### config.mk
export PLATFORM = sky130hd
export DESIGN_NAME = sc_nivel_controller
export DESIGN_NICKNAME = d
export VERILOG_FILES = /design/src/rtl/sc_nivel_controller.sv
export SDC_FILE = /design/constraint.sdc
export NUM_CORES = 1
export LEC_CHECK = 0
export ABC_CLOCK_PERIOD_IN_PS = 3400
export BUFFER_PORTS_ARGS = -buffer_cell sky130_fd_sc_hd__buf_4
export CORE_UTILIZATION = 30
export CTS_BUF_LIST = sky130_fd_sc_hd__clkbuf_8 sky130_fd_sc_hd__clkbuf_16
export DETAILED_ROUTE_END_ITERATION = 10
export SYNTH_ARGS = -nofsm -noshare
export SYNTH_HDL_FRONTEND = slang
export SYNTH_SLANG_ARGS = --single-unit
### constraint.sdc
create_clock -name SC_NivelCtrl_CLOCK_50 -period 3.4 [get_ports SC_NivelCtrl_CLOCK_50]
set_clock_uncertainty 0.1 [all_clocks]
set_input_delay 0.17 -clock SC_NivelCtrl_CLOCK_50 [delete_from_list [all_inputs] [get_ports SC_NivelCtrl_CLOCK_50]]
set_output_delay 0.17 -clock SC_NivelCtrl_CLOCK_50 [all_outputs]
set_load 0.1 [all_outputs]
### src/rtl/sc_nivel_controller.sv
// ============================================================================
// Module      : sc_nivel_controller
// Description : Level controller for a game. Counts points, steps the level
//               and strobes an external level register (Moore, registered).
// Revision    : 1.0 - initial release
// ============================================================================
`default_nettype none

module sc_nivel_controller #(
    parameter int NIVEL_DATAWIDTH  = 2,
    parameter int POINTS_PER_LEVEL = 4,
    parameter int CNT_WIDTH        = 4
) (
    input  logic                       SC_NivelCtrl_CLOCK_50,
    input  logic                       SC_NivelCtrl_RESET_InHigh,
    input  logic                       SC_NivelCtrl_start_InLow,
    input  logic                       SC_NivelCtrl_point_InHigh,
    input  logic                       SC_NivelCtrl_gameover_InHigh,
    output logic [NIVEL_DATAWIDTH-1:0] SC_NivelCtrl_data_OutBUS,
    output logic                       SC_NivelCtrl_load_OutLow,
    output logic                       SC_NivelCtrl_clear_OutLow,
    output logic                       SC_NivelCtrl_maxlevel_OutHigh,
    output logic [2:0]                 SC_NivelCtrl_state_OutBUS
);

    typedef enum logic [2:0] {
        ST_IDLE  = 3'd0,
        ST_CLEAR = 3'd1,
        ST_PLAY  = 3'd2,
        ST_LOAD  = 3'd3,
        ST_MAX   = 3'd4,
        ST_OVER  = 3'd5
    } state_t;

    localparam logic [CNT_WIDTH-1:0]       C_CNT_LAST  = CNT_WIDTH'(POINTS_PER_LEVEL - 1);
    localparam logic [NIVEL_DATAWIDTH-1:0] C_LEVEL_TOP = {NIVEL_DATAWIDTH{1'b1}};

    state_t                     state_q, state_d;
    logic [NIVEL_DATAWIDTH-1:0] level_q, level_d;
    logic [CNT_WIDTH-1:0]       cnt_q, cnt_d;
    logic                       load_n_q, load_n_d;
    logic                       clear_n_q, clear_n_d;
    logic                       max_q, max_d;

    always_ff @(posedge SC_NivelCtrl_CLOCK_50) begin
        if (SC_NivelCtrl_RESET_InHigh) begin
            state_q   <= ST_IDLE;
            level_q   <= '0;
            cnt_q     <= '0;
            load_n_q  <= 1'b1;
            clear_n_q <= 1'b1;
            max_q     <= 1'b0;
        end else begin
            state_q   <= state_d;
            level_q   <= level_d;
            cnt_q     <= cnt_d;
            load_n_q  <= load_n_d;
            clear_n_q <= clear_n_d;
            max_q     <= max_d;
        end
    end

    always_comb begin
        state_d = state_q;
        level_d = level_q;
        cnt_d   = cnt_q;

        case (state_q)
            ST_IDLE: begin
                if (!SC_NivelCtrl_start_InLow) state_d = ST_CLEAR;
            end
            ST_CLEAR: begin
                state_d = ST_PLAY;
            end
            ST_PLAY: begin
                // Game over wins over a simultaneous point: no increment, no load.
                if (SC_NivelCtrl_gameover_InHigh) begin
                    state_d = ST_OVER;
                end else if (SC_NivelCtrl_point_InHigh) begin
                    if (cnt_q == C_CNT_LAST) begin
                        cnt_d   = '0;
                        level_d = level_q + NIVEL_DATAWIDTH'(1);
                        state_d = ST_LOAD;
                    end else begin
                        cnt_d = cnt_q + CNT_WIDTH'(1);
                    end
                end
            end
            ST_LOAD: begin
                // Keep counting during the strobe; saturate only if a single
                // point per level would otherwise overflow the counter.
                if (SC_NivelCtrl_point_InHigh && (cnt_q != C_CNT_LAST)) begin
                    cnt_d = cnt_q + CNT_WIDTH'(1);
                end
                if (SC_NivelCtrl_gameover_InHigh) begin
                    state_d = ST_OVER;
                end else if (level_q == C_LEVEL_TOP) begin
                    state_d = ST_MAX;
                end else begin
                    state_d = ST_PLAY;
                end
            end
            ST_MAX: begin
                if (SC_NivelCtrl_gameover_InHigh) state_d = ST_OVER;
            end
            ST_OVER: begin
                if (!SC_NivelCtrl_start_InLow) state_d = ST_CLEAR;
            end
            default: begin
                state_d = ST_IDLE;
            end
        endcase

        // Level and counter are already zero during the CLEAR cycle itself.
        if (state_d == ST_CLEAR) begin
            level_d = '0;
            cnt_d   = '0;
        end

        load_n_d  = (state_d != ST_LOAD);
        clear_n_d = (state_d != ST_CLEAR);
        max_d     = (state_d == ST_MAX);
    end

    assign SC_NivelCtrl_data_OutBUS      = level_q;
    assign SC_NivelCtrl_load_OutLow      = load_n_q;
    assign SC_NivelCtrl_clear_OutLow     = clear_n_q;
    assign SC_NivelCtrl_maxlevel_OutHigh = max_q;
    assign SC_NivelCtrl_state_OutBUS     = state_q;

endmodule

`default_nettype wire

Word level (Yosys, flattened, before mapping)
Cells that the tools add are included.

storage, ports and cells
  bits in registers = 12
  input bits = 5
  output and inout port bits = 8
  word-level logic and storage cells = 44

cells by class
  $add $sub $neg = 2
  eq/ne operators = 15
  mux-type cells = 13
  bitwise operators = 1
  reductions and logical operators = 7

operators by type and width
  operator             count
  $mux 3               7
  $mux 4               4
  $pmux 3 s5           1
  $eq 3x3->1 const B   3
  $pmux 4 s2           1
  $reduce_and 4->1     2
  $eq 3x1->1 const B   2
  $eq 3x2->1 const B   2
  $ne 2x2->1 const B   3
  $add 4x1->4 const B  1
  $eq 4x2->1 const B   1
  $ne 4x2->1 const B   1
  $reduce_or 2->1      2
  $logic_not 3->1      1
  $ne 3x1->1 const B   1
  $ne 3x2->1 const B   1
  $add 2x1->2 const B  1
  $eq 2x2->1 const B   1
  $reduce_bool 2->1    1
  $logic_and 1x1->1    1
  $not 1->1            1

Longest topological paths before layout
  depth after elaboration = 7
  gate-level depth with buffers = 5
  mapped depth without buffers = 5

Worst setup path after synthesis
No wires, ideal clock.

  path type = register to register
  from = reg state_q[1] (netlist: SC_NivelCtrl_state_OutBUS[1])
  to = reg cnt_q[0]
  library setup time = 0.062 ns
  arrival = 1.930 ns
  data required time = 3.238 ns
  setup slack = 1.308 ns
  cell stages (with the launch flop) = 5
  period minus slack after synthesis = 2.092 ns
  cells stage by stage = dfxtp_1 -> nand3b_2 -> or3_1 -> mux2_2 -> nor2_2

on the way
  cells in the longest elaborated chain, start to end = 6
  elaborated cells on any way between the ends = 21
  classes of those cells = eq/ne: 9; mux: 7; reduce/logical: 5

ends and longest elaborated chain
  item                              line  text
  from (decl)                       38    state_t state_q, state_d;
  from (signal assigned)            54    state_q <= state_d;
  $mux 3                            80    if (cnt_q == C_CNT_LAST) begin
  $mux 3                            79    end else if (SC_NivelCtrl_point_InHigh) begin
  $mux 3                            77    if (SC_NivelCtrl_gameover_InHigh) begin
  $pmux 3 s5                        68    case (state_q)
  $eq 3x1->1                        115   if (state_d == ST_CLEAR) begin
  $reduce_or 2->1 (no source line)  --
  to (signal assigned)              56    cnt_q <= cnt_d;
  to (decl)                         40    logic [CNT_WIDTH-1:0] cnt_q, cnt_d;

Parallel ways exist; a longest one is shown, timed or not.
A chain may end at the register's enable or synchronous reset.

Worst setup path in the final report
  from = reg cnt_q[0]
  to = reg cnt_q[1]

on the way
  cells in the longest elaborated chain, start to end = 7
  elaborated cells on any way between the ends = 17
  classes of those cells = add/sub: 1; eq/ne: 4; mux: 9; reduce/logical: 3

ends and longest elaborated chain
  item                              line
  $eq 4x2->1                        80
  $mux 3                            80
  $mux 3                            79
  $mux 3                            77
  $pmux 3 s5                        68
  $eq 3x1->1                        115
  $reduce_or 2->1 (no source line)  --

Parallel ways exist; a longest one is shown, timed or not. The select of a mux whose other input is x is not followed.

==> metrics.yaml <==
cts:
  cts_buffers: 3
  holdBufCountCts: 0
  clock_tree.root_cell: "clkbuf_8"
  clk_pin_slew_worst_paths_ns: 0.05
  cts_tree: "yes"
  clk_path_buf_depth: 2
  htree_num_levels: 1
  ctsResizeCount: 0
  post-cts-setup-buffer-count: 0
  cts_sinks: 12
  insertion_delay_ns: 0.24
synthesis:
  yosys.area.top_type: "dfxtp_1"
  synthFlopType: "dfxtp_1"
  ys_types: 30
  syn_area_sq_um: 582
  synth_edf_count: 0
  avgSynthCellArea_sq_um: 9.54
  synthArstFlopShare_pct: 0
  synth_seq_area_share_pct: 41.3
  ys_warn_count: 0
  synth_top_area_share_pct: 41.3
  netlist_top_cells_count: "12 x dfxtp_1, 7 x nor2_1, 4 x a21oi_1, 3 x mux2i_1, 3 x nor2b_1"
  synth_nets: 68
  synthTopCellsByArea: "dfxtp_1 41%, mux2i_1 5.2%, nor2_1 4.5%"
  synth_seq_cells: 12
  synth_most_common_cell: "dfxtp_1"
  synthCells: 61
timing:
  worst_slew_pin_slew_ns: 0.405
  relSlewSlack_pct: 72.7
  hold_viol: 0
  clock.fmax_mhz: 600
  final.period_utilization_pct: 49.0
  setup_viol: 0
  final.setup.tns_ns: 0
  rsz0062_at_grt: "no"
  fin_crit_ns: 1.67
  slew_viol_final: 0
worst_setup_path:
  crit_fanout: 6
  cp_data_required_time_ns: 3.41
  cp.arrival_ns: 1.68
  critical_path.cell_chain: "ha_1 > nor3b_1 > a22oi_1 > a22oi_2 > nor2_1"
  start_kind: "flip-flop"
  crit_path_top_delay_cell: "dfxtp_1"
  path_class: "flip-flop to flip-flop"
  end_kind: "flip-flop"
  slowest_delay_ns: 0.35
flow_run:
  drv_cap: 0
route:
  viasPerCell: 4.83
  via_count: 488
  remaining_drc_errors: 0
  wl_per_cell_microns: 10.5
  ant_nets: 0
  routed_wirelength_microns: 1060
  drt_first_iter_violations: 3
  drt_pass1_iterations: 3
layout:
  drive_gt1_share_pct: 30.3
  utilization_pct: 42.2
  diodes: 0
  final_nets: 85
  synthToLayoutAreaGrowth_pct: 28.0
pwr:
  pwr-share-seq_pct: 40.1
  internal-power_mw: 0.258
  p_sw_mw: 0.138
  p_comb_share_pct: 28.4
  p_clk_share_pct: 31.5
  ir_drop_mv: 0.243
  finalPower_mw: 0.396
  p_leak_nw: 0.306
  powerDensity_nw_per_um2: 532
  swShare_pct: 34.8
die:
  die-area_sq_um: 2120
  io_pins: 13
  start_util_pct: 33.0
  rows: 15
  die_width_microns: 46.0
  die_h_microns: 46.0
  core_sq_um: 1760
placed_design:
  hpwlAfterDp_microns: 850
  io_buffers: 12
  gp_congestion: 0.742
min_path:
  min_path_type: "input pin to flip-flop"
grt:
  first_global_vias: 405
  grt_overflow: 0
  grt_max_degree: 10
  antenna_found_initial: 0
  track_usage_pct: 11.2
  grt_pass1_wl_microns: 1600
run_status:
  status: "completed"
## power by group through the flow
stage               Clock (mW)  Sequential, mW  Combinational [mW]
global placement             0           0.161               0.113
detailed placement           0           0.161               0.112
global route             0.136           0.159               0.118
finish                   0.125           0.159               0.112
floorplan                    0           0.211              0.0375
CTS                      0.127           0.159               0.113
## path summary, 6_finish.rpt
kind | startpoint | slack (ns) | end | cells after the start
setup reg to reg | cnt_q[0] | 1.73 | cnt_q[1] | 5
setup / recovery | cnt_q[0] | 1.73 | cnt_q[1] | 5
hold / removal | SC_NivelCtrl_RESET_InHigh | 0.03 | SC_NivelCtrl_state_OutBUS[2] | 2
hold reg to reg | SC_NivelCtrl_data_OutBUS[1] | 0.44 | SC_NivelCtrl_data_OutBUS[1] | 2
## state kept, by name (all words and copies together) (netlist names)
name                           count
SC_NivelCtrl_maxlevel_OutHigh      1
cnt_q                              4
SC_NivelCtrl_load_OutLow           1
SC_NivelCtrl_data_OutBUS           2
SC_NivelCtrl_clear_OutLow          1
SC_NivelCtrl_state_OutBUS          3
## logic make-up (layout without fill, tap and decap cells)
logic type	after synthesis	in the layout	synth area share [%]
XOR/XNOR	2	2	3.01
flip-flops	12	12	41.3
AND/OR/NAND/NOR	29	29	30.8
multiplexers	4	4	7.10
buffers and inverters	1	16	0.645
AO/OA/AOI/OAI	11	11	12.9
adder cells (fa/ha/maj)	2	2	4.30
## routing by layer
| layer | track usage, % | up-vias | wire (microns) |
|---|---|---|---|
| li1 | - | 249 | - |
| met1 | 12.7 | 224 | 500 |
| met2 | 16.1 | 10 | 475 |
| met3 | 5.16 | 5 | 51 |
| met4 | 8.82 | 0 | 32 |
| met5 | 0 | - | 0 |
## final cells by class
cell class / count / area [sq um]
clock buffers: 3 / 41.3
repair buffers: 12 / 90.1
multi-input cells: 48 / 338
inverters: 1 / 3.75
fillers: 193 / 1020
flip-flops and latches: 12 / 240
well taps: 25 / 31.3
## cells in the final DEF, fill, tap and decap left out, drive strengths merged
master,count
and2,1
mux2,1
nor3b,2
dfxtp,12
nand3,1
and4bb,1
nor2,8
or2,1
nor3,2
mux2i,3
or2b,1
nor2b,3
and3b,1
a22oi,2
nand3b,2
o21bai,1
or3,1
ha,2
o21ai,1
clkbuf,3
nand2,2
nor4,1
a211oi,2
a21o,1
and2b,2
inv,1
xnor2,2
buf,12
a21oi,4
## stage by stage
step                      instance area (sq um)  instances  setup slack (ns)  hold slack, ns
final                                       744        101              1.73          0.0281
after global routing                        744        101              1.57          0.0229
after CTS                                   744        101              1.72          0.0257
after detailed placement                    703         98              1.72           0.276
after global placement                      703         98              1.76           0.278
after floorplan                             582         61              1.31           0.142
## worst max-delay path, delay by kind of cell (launching register included)
kind / cells / cell delay (ns)
flip-flops: 1 / 0.35
AO/OA/AOI/OAI: 2 / 0.50
adder cells (fa/ha/maj): 1 / 0.16
AND/OR/NAND/NOR: 2 / 0.43
Note: power is estimated with default switching activity, not from simulation.
